[src/rtl/uart_receiver.sv]
// rtl/uart_receiver.sv - oversampling UART receive engine for the Kabeta UART
//
// Reassembles asynchronous frames from the Rxd pad: start bit, 7/8 data bits
// LSB first, optional parity bit, 1 or 2 stop bits. Each completed frame
// produces one single-cycle status pulse for the register block.
//
// Ports:
//   Clock           in   I/O clock
//   Reset           in   asynchronous active-low reset
//   Enable          in   UART enable; low aborts any frame and forces IDLE
//   Rxd             in   asynchronous serial input, idle high
//   DataLenLimit    in   data bit count minus 1 (6 = 7 bits, 7 = 8 bits)
//   StopLenLimit    in   0 = 1 stop bit, 1 = 2 stop bits
//   ParityEn        in   parity bit present
//   ParityPolarity  in   0 = even parity, 1 = odd parity
//   BaudLimit       in   bit period in clocks minus 1
//   RxData          out  last received data, unused MSBs read 0
//   RxReady         out  1-cycle pulse for a good frame
//   RxParityErr     out  1-cycle pulse for a parity mismatch
//   RxFrameErr      out  1-cycle pulse when a stop bit was sampled low
//   RxBusy          out  a frame is in progress

module uart_receiver (
    input  logic        Clock,
    input  logic        Reset,
    input  logic        Enable,
    input  logic        Rxd,
    input  logic [2:0]  DataLenLimit,
    input  logic        StopLenLimit,
    input  logic        ParityEn,
    input  logic        ParityPolarity,
    input  logic [13:0] BaudLimit,
    output logic [7:0]  RxData,
    output logic        RxReady,
    output logic        RxParityErr,
    output logic        RxFrameErr,
    output logic        RxBusy
);

    typedef enum logic [2:0] {
        IDLE   = 3'd0,
        START  = 3'd1,
        DATA   = 3'd2,
        PARITY = 3'd3,
        STOP   = 3'd4,
        DONE   = 3'd5
    } rxState_t;

    rxState_t    state, nextState;

    logic        rxSync1, rxSync2, rxPrev;
    logic        rxBit;
    logic        fallEdge;

    logic [13:0] baudCnt, nextBaudCnt;
    logic [2:0]  bitIdx, nextBitIdx;
    logic        stopIdx, nextStopIdx;
    logic [7:0]  dataReg, nextDataReg;
    logic        parityAcc, nextParityAcc;
    logic        parityErrFlag, nextParityErrFlag;
    logic        frameErrFlag, nextFrameErrFlag;
    logic        stopFrameErr;

    // Frame format snapshot taken at start detection
    logic [2:0]  fmtDataLen, nextFmtDataLen;
    logic        fmtStopLen, nextFmtStopLen;
    logic        fmtParityEn, nextFmtParityEn;
    logic        fmtParityPol, nextFmtParityPol;
    logic [13:0] fmtBaud, nextFmtBaud;

    logic [7:0]  nextRxData;
    logic        nextRxReady, nextRxParityErr, nextRxFrameErr, nextRxBusy;

    logic        baudHit, halfHit;

    assign rxBit    = rxSync2;
    // A line held low (break) never re-triggers: an edge needs a high first
    assign fallEdge = rxPrev & ~rxSync2;
    assign baudHit  = (baudCnt == fmtBaud);
    assign halfHit  = (baudCnt == (fmtBaud >> 1));
    assign stopFrameErr = frameErrFlag | ~rxBit;

    always_ff @(posedge Clock or negedge Reset) begin
        if (!Reset) begin
            rxSync1       <= 1'b1;
            rxSync2       <= 1'b1;
            rxPrev        <= 1'b1;
            state         <= IDLE;
            baudCnt       <= '0;
            bitIdx        <= '0;
            stopIdx       <= 1'b0;
            dataReg       <= '0;
            parityAcc     <= 1'b0;
            parityErrFlag <= 1'b0;
            frameErrFlag  <= 1'b0;
            fmtDataLen    <= 3'd7;
            fmtStopLen    <= 1'b0;
            fmtParityEn   <= 1'b0;
            fmtParityPol  <= 1'b0;
            fmtBaud       <= '0;
            RxData        <= '0;
            RxReady       <= 1'b0;
            RxParityErr   <= 1'b0;
            RxFrameErr    <= 1'b0;
            RxBusy        <= 1'b0;
        end else begin
            rxSync1       <= Rxd;
            rxSync2       <= rxSync1;
            rxPrev        <= rxSync2;
            state         <= nextState;
            baudCnt       <= nextBaudCnt;
            bitIdx        <= nextBitIdx;
            stopIdx       <= nextStopIdx;
            dataReg       <= nextDataReg;
            parityAcc     <= nextParityAcc;
            parityErrFlag <= nextParityErrFlag;
            frameErrFlag  <= nextFrameErrFlag;
            fmtDataLen    <= nextFmtDataLen;
            fmtStopLen    <= nextFmtStopLen;
            fmtParityEn   <= nextFmtParityEn;
            fmtParityPol  <= nextFmtParityPol;
            fmtBaud       <= nextFmtBaud;
            RxData        <= nextRxData;
            RxReady       <= nextRxReady;
            RxParityErr   <= nextRxParityErr;
            RxFrameErr    <= nextRxFrameErr;
            RxBusy        <= nextRxBusy;
        end
    end

    always_comb begin
        nextState         = state;
        nextBaudCnt       = baudCnt + 14'd1;
        nextBitIdx        = bitIdx;
        nextStopIdx       = stopIdx;
        nextDataReg       = dataReg;
        nextParityAcc     = parityAcc;
        nextParityErrFlag = parityErrFlag;
        nextFrameErrFlag  = frameErrFlag;
        nextFmtDataLen    = fmtDataLen;
        nextFmtStopLen    = fmtStopLen;
        nextFmtParityEn   = fmtParityEn;
        nextFmtParityPol  = fmtParityPol;
        nextFmtBaud       = fmtBaud;
        nextRxData        = RxData;
        nextRxReady       = 1'b0;
        nextRxParityErr   = 1'b0;
        nextRxFrameErr    = 1'b0;
        nextRxBusy        = RxBusy;

        case (state)
            IDLE: begin
                nextBaudCnt = '0;
                if (Enable && fallEdge) begin
                    nextState         = START;
                    nextRxBusy        = 1'b1;
                    nextFmtDataLen    = DataLenLimit;
                    nextFmtStopLen    = StopLenLimit;
                    nextFmtParityEn   = ParityEn;
                    nextFmtParityPol  = ParityPolarity;
                    nextFmtBaud       = BaudLimit;
                    nextBitIdx        = '0;
                    nextStopIdx       = 1'b0;
                    nextDataReg       = '0;
                    nextParityAcc     = 1'b0;
                    nextParityErrFlag = 1'b0;
                    nextFrameErrFlag  = 1'b0;
                end
            end

            START: begin
                // Mid start bit: a high line here was only a glitch
                if (halfHit) begin
                    nextBaudCnt = '0;
                    if (!rxBit) begin
                        nextState = DATA;
                    end else begin
                        nextState  = IDLE;
                        nextRxBusy = 1'b0;
                    end
                end
            end

            DATA: begin
                if (baudHit) begin
                    nextBaudCnt         = '0;
                    nextDataReg[bitIdx] = rxBit;
                    nextParityAcc       = parityAcc ^ rxBit;
                    if (bitIdx == fmtDataLen) begin
                        nextState = fmtParityEn ? PARITY : STOP;
                    end else begin
                        nextBitIdx = bitIdx + 3'd1;
                    end
                end
            end

            PARITY: begin
                if (baudHit) begin
                    nextBaudCnt       = '0;
                    nextParityErrFlag = parityAcc ^ rxBit ^ fmtParityPol;
                    nextState         = STOP;
                end
            end

            STOP: begin
                if (baudHit) begin
                    nextBaudCnt      = '0;
                    nextFrameErrFlag = stopFrameErr;
                    if (stopIdx == fmtStopLen) begin
                        // Status is registered here so it is visible during DONE
                        nextState       = DONE;
                        nextRxData      = dataReg;
                        nextRxReady     = ~parityErrFlag & ~stopFrameErr;
                        nextRxParityErr = parityErrFlag;
                        nextRxFrameErr  = stopFrameErr;
                        nextRxBusy      = 1'b0;
                    end else begin
                        nextStopIdx = 1'b1;
                    end
                end
            end

            DONE: begin
                nextBaudCnt = '0;
                nextState   = IDLE;
            end

            default: begin
                nextBaudCnt = '0;
                nextState   = IDLE;
                nextRxBusy  = 1'b0;
            end
        endcase

        // Disable wins over everything, including a frame completing this cycle
        if (!Enable) begin
            nextState       = IDLE;
            nextBaudCnt     = '0;
            nextRxBusy      = 1'b0;
            nextRxReady     = 1'b0;
            nextRxParityErr = 1'b0;
            nextRxFrameErr  = 1'b0;
            nextRxData      = RxData;
        end
    end

endmodule

[config.mk]
export PLATFORM = sky130hd
export DESIGN_NAME = uart_receiver
export DESIGN_NICKNAME = d
export VERILOG_FILES = /design/src/rtl/uart_receiver.sv
export SDC_FILE = /design/constraint.sdc
export NUM_CORES = 1
export LEC_CHECK = 0
export CAP_MARGIN = 20
export CORE_MARGIN = 1.5
export CORE_UTILIZATION = 35
export CTS_BUF_LIST = sky130_fd_sc_hd__clkbuf_8 sky130_fd_sc_hd__clkbuf_16
export DETAILED_ROUTE_END_ITERATION = 10
export PLACE_DENSITY = 0.64
export SKIP_LAST_GASP = 1
export SLEW_MARGIN = 20
export SYNTH_ARGS = -nofsm -noshare
export SYNTH_HDL_FRONTEND = slang
export SYNTH_SLANG_ARGS = --single-unit
[constraint.sdc]
create_clock -name Clock -period 1.8 [get_ports Clock]
set_input_delay 0.36 -clock Clock [delete_from_list [all_inputs] [get_ports Clock]]
set_output_delay 0.36 -clock Clock [all_outputs]
set_load 0.005 [all_outputs]
* Word level (Yosys, flattened, before mapping) *
Index checks and enable logic that the tools add are counted.

cells by class
  equal/unequal tests = 24
  reduce and logical (&&, ||, !) cells = 17
  bitwise gates (word level) = 8
  add/sub/neg operators = 2
  multiplexer cells = 54
  magnitude comparators = 2

operator list
  kind                     count
  $mux W14                 3
  $mux W3                  12
  $pmux W14 S2             1
  $mux W1                  25
  $ne A3 B3 Y1 const B     8
  $mux W8                  2
  $pmux W8 S2              1
  $pmux W3 S5              1
  $add A14 B1 Y14 const B  1
  $eq A14 B13 Y1           1
  $eq A14 B14 Y1           1
  $ne A2 B2 Y1 const B     7
  $reduce_and A4 Y1        3
  $reduce_and A3 Y1        3
  $bwmux W8                1
  $pmux W1 S2              4
  $reduce_and A7 Y1        1
  $eq A3 B2 Y1 const B     2
  $eq A3 B3 Y1 const B     2
  $pmux W3 S2              1
  $reduce_and A6 Y1        1
  $reduce_bool A2 Y1       3
  $reduce_or A3 Y1         2
  $lt A3 B4 Y1 const B     1
  other kinds (15)         20

word-level totals
  word-level logic and storage cells = 128
  output and inout port bits = 12
  register bits = 67
  input bits = 24

* Depth between registers and ports, before layout *
Gate-level depths: netlist (run 1).

  depth after elaboration = 8
  depth in mapped cells = 8
  mapped depth without buffers = 6

* Least setup slack after synthesis (run 1) *
OpenSTA, ideal clock, no wires.

  path type = reg-to-reg
  start = register baudCnt[6]
  end = register RxData[1]
  library setup time = 0.127 ns
  arrival time = 1.807 ns
  cell stages (with the launch flop) = 8
  setup slack = -0.134 ns
  cells stage by stage = dfrtp_1 buf_6 xnor2_2 nand4_1 nor4_4 and4_1 buf_6 mux2_1

between the ends
  word-level cells in the longest chain between the ends = 2

RTL lines
  what                                RTL line  RTL
  start: declaration                  55        logic [13:0] baudCnt, nextBaudCnt;
  start signal: assignment            111       baudCnt <= nextBaudCnt;
  $eq A14 B14 Y1                      79        assign baudHit = (baudCnt == fmtBaud);
  $reduce_and A4 Y1 (no source line)  -
  end signal: assignment              123       RxData <= nextRxData;
  end: declaration                    33        output logic [7:0] RxData,

No other way between the ends.
A chain may end at the register's enable or synchronous reset.

* Worst setup path after layout (run 1) *
  start = register baudCnt[8]
  end = register dataReg[3]

between the ends
  word-level cells in the longest chain between the ends = 3

RTL lines
  what                                RTL line  RTL
  $eq A14 B14 Y1                      79
  $ne A2 B2 Y1 (no source line)       -
  $reduce_and A3 Y1 (no source line)  -
  end signal: assignment              114       dataReg <= nextDataReg;
  end: declaration                    58        logic [7:0] dataReg, nextDataReg;

No other way between the ends.

==> flow_summary.yaml, run 1 <==
logic_synthesis:
  syn-cell-area_sq_mm: 0.00330
  synth-async-reset-ratio_pct: 100
  synthFlopType: "dfrtp_1"
  synth_warnings: 0
  syn_area_per_cell_sq_um: 9.90
  synthCells: 333
  syn_nets: 359
  seq_area_frac_synth_pct: 51.1
  synth_edf_count: 0
  synth_cell_type_count: 46
  synth-seq-cells: 67
clocking:
  cts_buffers: 9
  cts_buffer_depth: 2
  insertion_delay_ns: 0.34
  clk_pin_slew_ns: 0.07
  root_buffer: "clkbuf_8"
  clock_sinks: 67
  cts_htree_levels: 3
  cts_tree: "done"
floorplan:
  dieArea_sq_mm: 0.0100
  num_rows: 35
  fp.dieW_um: 100
  ios: 36
  core_sq_mm: 0.00920
  initial_core_util_pct: 35.9
  die_h_um: 100
grt:
  grt_pass1_wl_um: 12500
  grt_pass1_vias: 2620
  grt_usage_pct: 16.0
  grt_max_degree: 68
  grt_antenna_before_repair: 0
  grt-ovfl-total: 0
final_layout:
  final_cell_mix: "nand2_1 (76), dfrtp_1 (61), buf_4 (54), clkdlybuf4s50_1 (34), xor2_1 (24)"
  final_nets: 449
  diodes: 0
  multiInputGateArea_sq_mm: 0.00159
  postLayoutCellArea_sq_mm: 0.00460
  final_common_cell: "nand2_1"
  n_fill_cell: 841
  drive_gt1_share_pct: 25.0
  seq_area_sq_mm: 0.00168
  syn2layout_area_growth_pct: 39.6
timing:
  timing_hold_violations_final: 0
  worst_slack_ns: -0.173
  fin_crit_sh_pct: 110
  setup_viol: 39
  rsz0062_at_grt: "yes"
  final.setup_skew_ns: 0.00591
  slew_viol_final: 0
  tns_ns: -4.55
  min_period_ns: 1.97
  slew_headroom_pct: 71.5
  worst_slew_pin_slew_ns: 0.424
  clock.fmax_mhz: 507
detailed_routing:
  detail_route.wirelength_um: 7310
  ant_nets: 0
  drt_iter0_drc: 88
  dr.max_layer_used: "met4"
  wl_met3_um: 298
  wl_met2_um: 3390
  via_count: 2577
  drc: 0
  wl_per_cell_um: 13.6
  routed_via_density: 4.78
  drt-met1-wl_um: 3500
  drtPass1Iterations: 4
flow_run:
  cap_violations: 0
worst_hold_path:
  hold_path_class: "in -> async"
place:
  dpl_worst_slack_ns: -0.422
  dpl-instance-area_sq_mm: 0.00416
  port_buffers: 35
  routabilityCongestion: 0.839
  post-dp-hpwl_um: 5140
critical_path:
  path_cells: "buf_6 -> xnor2_4 -> nand4_1 -> nor4_4 -> buf_4 -> and3b_2 -> a31oi_1 -> a41o_1"
  crit_buf_inv: 2
  crit_fanout: 6
  startpoint_type: "flip-flop"
  cp_slowest_cell: "dfrtp_1"
  worstSetupPathType: "reg -> reg"
  crit_arrival_ns: 2.21
  cp_top_family: "simple AND/OR/NAND/NOR gates"
  critPathCaptureType: "flip-flop"
  critical_path.max_stage_delay_ns: 0.40
  crit_required_ns: 2.03
outcome:
  violations: "setup timing"
  status: "finished with violations"
pwr:
  ir_worst_vdd_uv: 521
  power_leakage_nw: 2.15
  power_density_mw_per_mm2: 1070
## path summary, 6_finish.rpt
| path | from | end | slack (ns) | cells after the start |
|---|---|---|---|---|
| max in group asynchronous | Reset | rxBit | 1.44 | 2 |
| worst min register to register | rxSync1 | rxBit | 0.37 | 0 |
| min in group Clock | rxSync1 | rxBit | 0.37 | 0 |
| worst max-delay path | baudCnt[8] | dataReg[3] | -0.17 | 8 |
| worst max register to register | baudCnt[8] | dataReg[3] | -0.17 | 8 |
| worst min-delay path | Reset | baudCnt[7] | 0.02 | 2 |
## timing repair
action	4_1_cts	5_1_grt
pin swaps	13	11
gates resized for setup	19	8
hold buffers	0	0
setup endpoints to repair	47	43
setup buffers	6	1
## cell usage after synthesis (all sizes together), types with 2 or more instances
| cell type | count | area (sq um) |
|---|---|---|
| a31oi | 4 | 25.0 |
| nand3b | 3 | 22.5 |
| a21oi | 8 | 40.0 |
| or4 | 2 | 15.0 |
| and2 | 2 | 12.5 |
| dfrtp | 61 | 1530 |
| nor4 | 6 | 58.8 |
| o21a | 3 | 22.5 |
| clkbuf | 9 | 33.8 |
| xnor2 | 23 | 209 |
| mux2 | 8 | 90.1 |
| xor2 | 24 | 210 |
| inv | 7 | 26.3 |
| and3 | 4 | 25.0 |
| nand2b | 3 | 18.8 |
| a41o | 2 | 20.0 |
| nand2 | 76 | 285 |
| ha | 2 | 25.0 |
| a31o | 6 | 52.6 |
| nor2b | 4 | 25.0 |
| o21ai | 10 | 50.0 |
| nand3 | 7 | 35.0 |
| nand4 | 7 | 43.8 |
| buf | 10 | 70.1 |
| nor2 | 23 | 86.3 |
| dfstp | 6 | 158 |
## worst reg2reg max path, cell delays in order, from the launching register on
cell	delay (ns)
dfrtp_1	0.40
buf_6	0.13
xnor2_4	0.13
nand4_1	0.14
nor4_4	0.32
buf_4	0.18
and3b_2	0.27
a31oi_1	0.10
a41o_1	0.21
## flip-flops by register name, summed over array words and instances, names as in the netlist, 3 cells and up
name,count
fmtDataLen,3
fmtBaud,14
bitIdx,3
baudCnt,14
dataReg,8
state,3
RxData,8
## report_power, final
group | switching, W | internal (W)
sequential | 0.000189 | 0.00175
combinational | 0.000622 | 0.000696
clock | 0.000599 | 0.00106
total | 0.00141 | 0.00350
## routing by layer
metal	up-vias	track usage, %
li1	1297	-
met1	1218	22.0
met2	53	24.5
met3	9	3.55
met4	0	6.39
met5	-	0
## metrics by stage
step                      std cells  hold slack (ns)  util, %  power (W)
after detailed placement        516            0.359     45.3    0.00318
after global placement          516            0.352     45.3    0.00316
final                           539           0.0232     50.1    0.00491
after CTS                       538           0.0363     49.5    0.00487
after global routing            539           0.0605     50.1    0.00519
after floorplan                 333           0.0644        -    0.00261
## cells by family after synthesis
family                     count (synthesis)  share of synthesized area, %
and+or+nand+nor                          143                          20.6
DFF                                       67                          51.1
xor gates and xnor gates                  47                          12.7
AOI/OAI and AO/OA                         39                          7.86
buffers and inverters                     26                          3.95
muxes                                      9                          3.04
adders and majority gates                  2                         0.759
## layout make-up
class	count	share of cell area, %
sequential	67	36.6
multi-input combinational	240	34.5
timing repair buffer	98	19.5
clock inverter	7	3.04
tap	111	3.02
clock buffer	9	2.69
inverter	7	0.571
No activity file was read; power rests on OpenSTA's default activity.
==> run 2: changes to the inputs <==
--- a/config.mk
+++ b/config.mk
@@ -6,6 +6,7 @@
 export NUM_CORES = 1
 export LEC_CHECK = 0
 export CAP_MARGIN = 20
+export CORE_ASPECT_RATIO = 0.6
 export CORE_MARGIN = 1.5
 export CORE_UTILIZATION = 35
 export CTS_BUF_LIST = sky130_fd_sc_hd__clkbuf_8 sky130_fd_sc_hd__clkbuf_16
==> flow_summary.yaml, run 2 (synthesized netlist as in run 1, its figures left out) <==
outcome:
  status: "finished with violations"
  violations: "setup timing"
place:
  post-dp-hpwl_um: 5490
  routabilityCongestion: 0.917
  port_buffers: 35
  dpl.cell_count: 534
critical_path:
  worstSetupPathType: "reg -> reg"
  critPathCaptureType: "flip-flop"
  path_cells: "xnor2_1 -> nand4_1 -> nor4_4 -> buf_4 -> and3b_2 -> a31oi_1 -> a41o_1"
  r2r_setup_slack_ns: -0.28
  cp_slowest_cell: "dfrtp_1"
  crit_required_ns: 2.03
  startpoint_type: "flip-flop"
  crit_arrival_ns: 2.31
  crit_fanout: 8
  critical_path.max_stage_delay_ns: 0.42
pwr:
  sw_frac_of_total_pct: 29.4
  p_int_w: 0.00374
  power_density_mw_per_mm2: 1090
  clock_power_share_pct: 36.5
  combPwrFrac_pct: 26.5
  ir_worst_vdd_uv: 547
  power_leakage_nw: 2.21
  pwr-share-seq_pct: 37.0
  p_switching_w: 0.00156
clocking:
  clock_sinks: 67
  insertion_delay_ns: 0.34
  cts_buffer_depth: 2
  clk_pin_slew_ns: 0.06
  cts_tree: "done"
  cts_buffers: 9
  cts_htree_levels: 3
  root_buffer: "clkbuf_16"
  hold_buffers: 0
grt:
  grt_pass1_wl_um: 13100
  grt_max_degree: 68
  grt_antenna_before_repair: 0
  grt_usage_pct: 17.4
  grt-ovfl-total: 0
  grt_pass1_vias: 2561
detailed_routing:
  via_count: 2669
  wl_per_cell_um: 15.1
  drt_iter0_drc: 183
  drtPass1Iterations: 4
  routed_via_density: 4.76
  ant_nets: 0
  drc: 0
  detail_route.wirelength_um: 8470
timing:
  worst_slew_pin_slew_ns: 0.401
  slew_viol_final: 0
  tns_ns: -8.90
  clock.fmax_mhz: 480
  fin_crit_sh_pct: 116
  timing_hold_violations_final: 0
  slew_headroom_pct: 73.2
  rsz0062_at_grt: "yes"
  worst_slack_ns: -0.282
  setup_viol: 44
  min_period_ns: 2.08
  final.setup_skew_ns: 0.00695
floorplan:
  initial_core_util_pct: 36.0
  dieArea_sq_mm: 0.0100
  num_rows: 27
  die_h_um: 78.2
  core_sq_mm: 0.00916
  ios: 36
  fp.dieW_um: 128
final_layout:
  multiInputGateArea_sq_mm: 0.00170
  syn2layout_area_growth_pct: 47.1
  layout.cells.non_filler: 561
  final_nets: 452
  seq_area_sq_mm: 0.00168
  utilization_pct: 53.0
  diodes: 0
  final_common_cell: "nand2_1"
  reg_top3: "baudCnt: 14 flops, fmtBaud: 14 flops"
  n_fill_cell: 796
  drive_gt1_share_pct: 29.5
  final_cell_mix: "nand2_1 (76), dfrtp_1 (61), buf_4 (54), clkdlybuf4s50_1 (34), xor2_1 (24)"
worst_hold_path:
  hold_path_class: "in -> async"
flow_run:
  cap_violations: 0
[run 2: path summary, 6_finish.rpt]
check / start / endpoint / depth (start not counted)
hold reg to reg: rxSync1 / rxBit / 0
setup / recovery: baudCnt[4] / dataReg[3] / 7
setup reg to reg: baudCnt[4] / dataReg[3] / 7
hold / removal: Reset / fmtBaud[7] / 2
max in group asynchronous: Reset / rxPrev / 2
min in group Clock: rxSync1 / rxBit / 0
[run 2: what timing repair did]
action / in CTS / in global routing
pin swaps: 3 / 21
resized for setup: 11 / 48
cloned: 0 / 2
setup endpoints to repair: 36 / 46
buffers inserted: 3 / 6
[run 2: layout make-up]
class	instances	area share, %
tap	130	3.35
clock buffer	11	5.21
sequential	67	34.7
timing repair buffer	101	19.6
multi-input combinational	240	35.0
clock inverter	5	1.57
inverter	7	0.542
[run 2: per-stage QoR]
step           hold WS [ns]  power (W)  setup WS, ns  instance area (sq um)
2_1_floorplan        0.0644    0.00261       -0.0766                   3320
3_3_place_gp          0.347    0.00321        -0.260                   4180
3_5_place_dp          0.347    0.00324        -0.258                   4180
4_1_cts              0.0439    0.00521        -0.194                   4570
5_1_grt              0.0549    0.00557        -0.376                   4850
6_report             0.0150    0.00530        -0.282                   4850
[run 2: critical path: cells and delay by family, from the launching register on]
family          cells  cell delay, ns
compound gates      2            0.31
xor+xnor            1            0.23
buf+inv             1            0.19
flops               1            0.42
simple gates        3            0.82
[run 2: power groups by stage]
| stage | Combinational, W | Clock [W] | Sequential, W |
|---|---|---|---|
| 2_1_floorplan | 0.000657 | 0 | 0.00195 |
| 4_1_cts | 0.00129 | 0.00198 | 0.00194 |
| 3_5_place_dp | 0.00127 | 0 | 0.00197 |
| 3_3_place_gp | 0.00125 | 0 | 0.00196 |
| 5_1_grt | 0.00153 | 0.00205 | 0.00199 |
| 6_report | 0.00141 | 0.00193 | 0.00196 |
[run 2: routing by layer]
metal / vias up / GRT usage [%] / wire length (um)
met5: - / 0 / 0
met4: 0 / 6.07 / 119
met3: 9 / 5.86 / 492
met2: 58 / 22.8 / 3640
met1: 1294 / 26.1 / 4220
li1: 1308 / - / -
==> run 3: changes to the inputs <==
--- a/config.mk
+++ b/config.mk
@@ -12,6 +12,7 @@
 export CTS_BUF_LIST = sky130_fd_sc_hd__clkbuf_8 sky130_fd_sc_hd__clkbuf_16
 export DETAILED_ROUTE_END_ITERATION = 10
 export PLACE_DENSITY = 0.64
+export RECOVER_POWER = 100
 export SKIP_LAST_GASP = 1
 export SLEW_MARGIN = 20
 export SYNTH_ARGS = -nofsm -noshare
==> flow_summary.yaml, run 3 (synthesized netlist as in run 1, its figures left out) <==
floorplan:
  ios: 36
  core_sq_mm: 0.00916
  dieArea_sq_mm: 0.0100
  initial_core_util_pct: 36.0
  fp.dieW_um: 128
  die_h_um: 78.2
  num_rows: 27
timing:
  slew_headroom_pct: -12.0
  timing_hold_violations_final: 0
  final.setup_skew_ns: 0.00739
  min_period_ns: 2.09
  fin_crit_sh_pct: 116
  fin_hold_ws_ns: 0.356
  slew_viol_final: 68
  tns_ns: -9.01
  clock.fmax_mhz: 480
  setup_viol: 44
  worst_slack_ns: -0.285
  worst_slew_pin_slew_ns: 1.68
  rsz0062_at_grt: "yes"
critical_path:
  crit_fanout: 8
  critPathCaptureType: "flip-flop"
  startpoint_type: "flip-flop"
  crit_required_ns: 2.03
  critPathLaunch: "baudCnt[4]"
  worstSetupPathType: "reg -> reg"
  crit_arrival_ns: 2.32
  r2r_start: "baudCnt[4]"
detailed_routing:
  ant_nets: 0
  detail_route.wirelength_um: 8470
  routed_via_density: 4.76
  via_count: 2670
  wl_per_cell_um: 15.1
  drtPass1Iterations: 4
  drt_iter0_drc: 174
  drc: 0
final_layout:
  n_fill_cell: 802
  diodes: 0
  final_cell_mix: "nand2_1 (76), dfrtp_1 (61), buf_4 (51), xor2_1 (24), clkdlybuf4s50_1 (21)"
  final_common_cell: "nand2_1"
  syn2layout_area_growth_pct: 46.0
  drive_gt1_share_pct: 28.8
  final_nets: 452
  layout.cells.non_filler: 561
  utilization_pct: 52.6
  reg_top3: "baudCnt: 14 flops, fmtBaud: 14 flops"
clocking:
  cts_htree_levels: 3
  clk_pin_slew_ns: 0.06
  hold_buffers: 0
  clock_sinks: 67
  cts_tree: "done"
  cts_buffer_depth: 2
  cts_buffers: 9
  insertion_delay_ns: 0.34
  root_buffer: "clkbuf_16"
grt:
  grt_pass1_vias: 2561
  grt_usage_pct: 17.4
  grt_antenna_before_repair: 0
  grt_pass1_wl_um: 13100
  gr-usage-met3_pct: 5.86
  use_met2_pct: 22.8
  grtUsageMet1_pct: 26.1
  grt-ovfl-total: 0
  grt_busiest_layer: "met1"
  grt_max_degree: 68
pwr:
  power_density_mw_per_mm2: 1100
  p_int_w: 0.00373
  pwr-share-seq_pct: 37.1
  power_leakage_nw: 2.23
  sw_frac_of_total_pct: 29.5
  clock_power_share_pct: 36.6
  combPwrFrac_pct: 26.3
  p_switching_w: 0.00156
  ir_worst_vdd_uv: 549
worst_hold_path:
  hold_path_class: "reg -> reg"
  worstHoldStart: "rxSync1"
place:
  post-dp-hpwl_um: 5490
  dpl_worst_slack_ns: -0.258
  dpl.cell_count: 534
  port_buffers: 35
  routabilityCongestion: 0.917
outcome:
  violations: "capacitance limit, slew limit, setup timing"
  status: "finished with violations"
flow_run:
  cap_violations: 1
[run 3: cell count changes in the layout (fill, tap and decap cells not counted), sizes merged]
cell,previous run,this run
dlygate4sd3,0,13
clkbuf,13,17
clkdlybuf4s50,34,21
buf,65,61
[run 3: stage by stage]
stage          power (W)  area [sq um]
6_report         0.00529          4810
5_1_grt          0.00555          4810
4_1_cts          0.00521          4570
3_5_place_dp     0.00324          4180
3_3_place_gp     0.00321          4180
2_1_floorplan    0.00261          3320
[run 3: final timing paths]
kind	end	slack [ns]	cells past startpoint
max	dataReg[3]	-0.29	7
min	rxBit	0.36	0
max reg2reg	dataReg[3]	-0.29	7
min reg2reg	rxBit	0.36	0
max in group asynchronous	state[2]	0.25	2
min in group asynchronous	fmtBaud[6]	0.51	2
[run 3: routing by layer]
layer	vias to the layer above	share of wire, %
li1	1309	-
met1	1293	50
met2	58	43
met3	10	5.8
met4	0	1.5
met5	-	0
[run 3: critical path, stage by stage, from the launching register on]
cell and delay, ns:
dfrtp_1 0.42, xnor2_1 0.23, nand4_1 0.19, nor4_4 0.35
buf_4 0.19, and3b_2 0.28, a31oi_1 0.11, a41o_1 0.20
[run 3: final cells by class]
type                       instances  area (sq um)  area share, %
multi-input combinational        240          1690           35.1
clock inverter                     5          76.3           1.59
inverter                           7          26.3          0.546
timing repair buffer             101           922           19.2
clock buffer                      11           253           5.25
sequential                        67          1680           35.0
tap                              130           163           3.38
[run 3: timing repair]
item | CTS | global route
resized for setup | 11 | 48
buffers inserted | 3 | 6
cloned | 0 | 2
hold endpoints to repair | 0 | 0
pin swaps | 3 | 21
endpoints found under the setup margin | 36 | 46
[run 3: power groups by stage]
stage               sequential (W)  clock, W  combinational [W]
floorplan                  0.00195         0           0.000657
global placement           0.00196         0            0.00125
detailed placement         0.00197         0            0.00127
CTS                        0.00194   0.00198            0.00129
global route               0.00199   0.00205            0.00151
finish                     0.00196   0.00194            0.00139
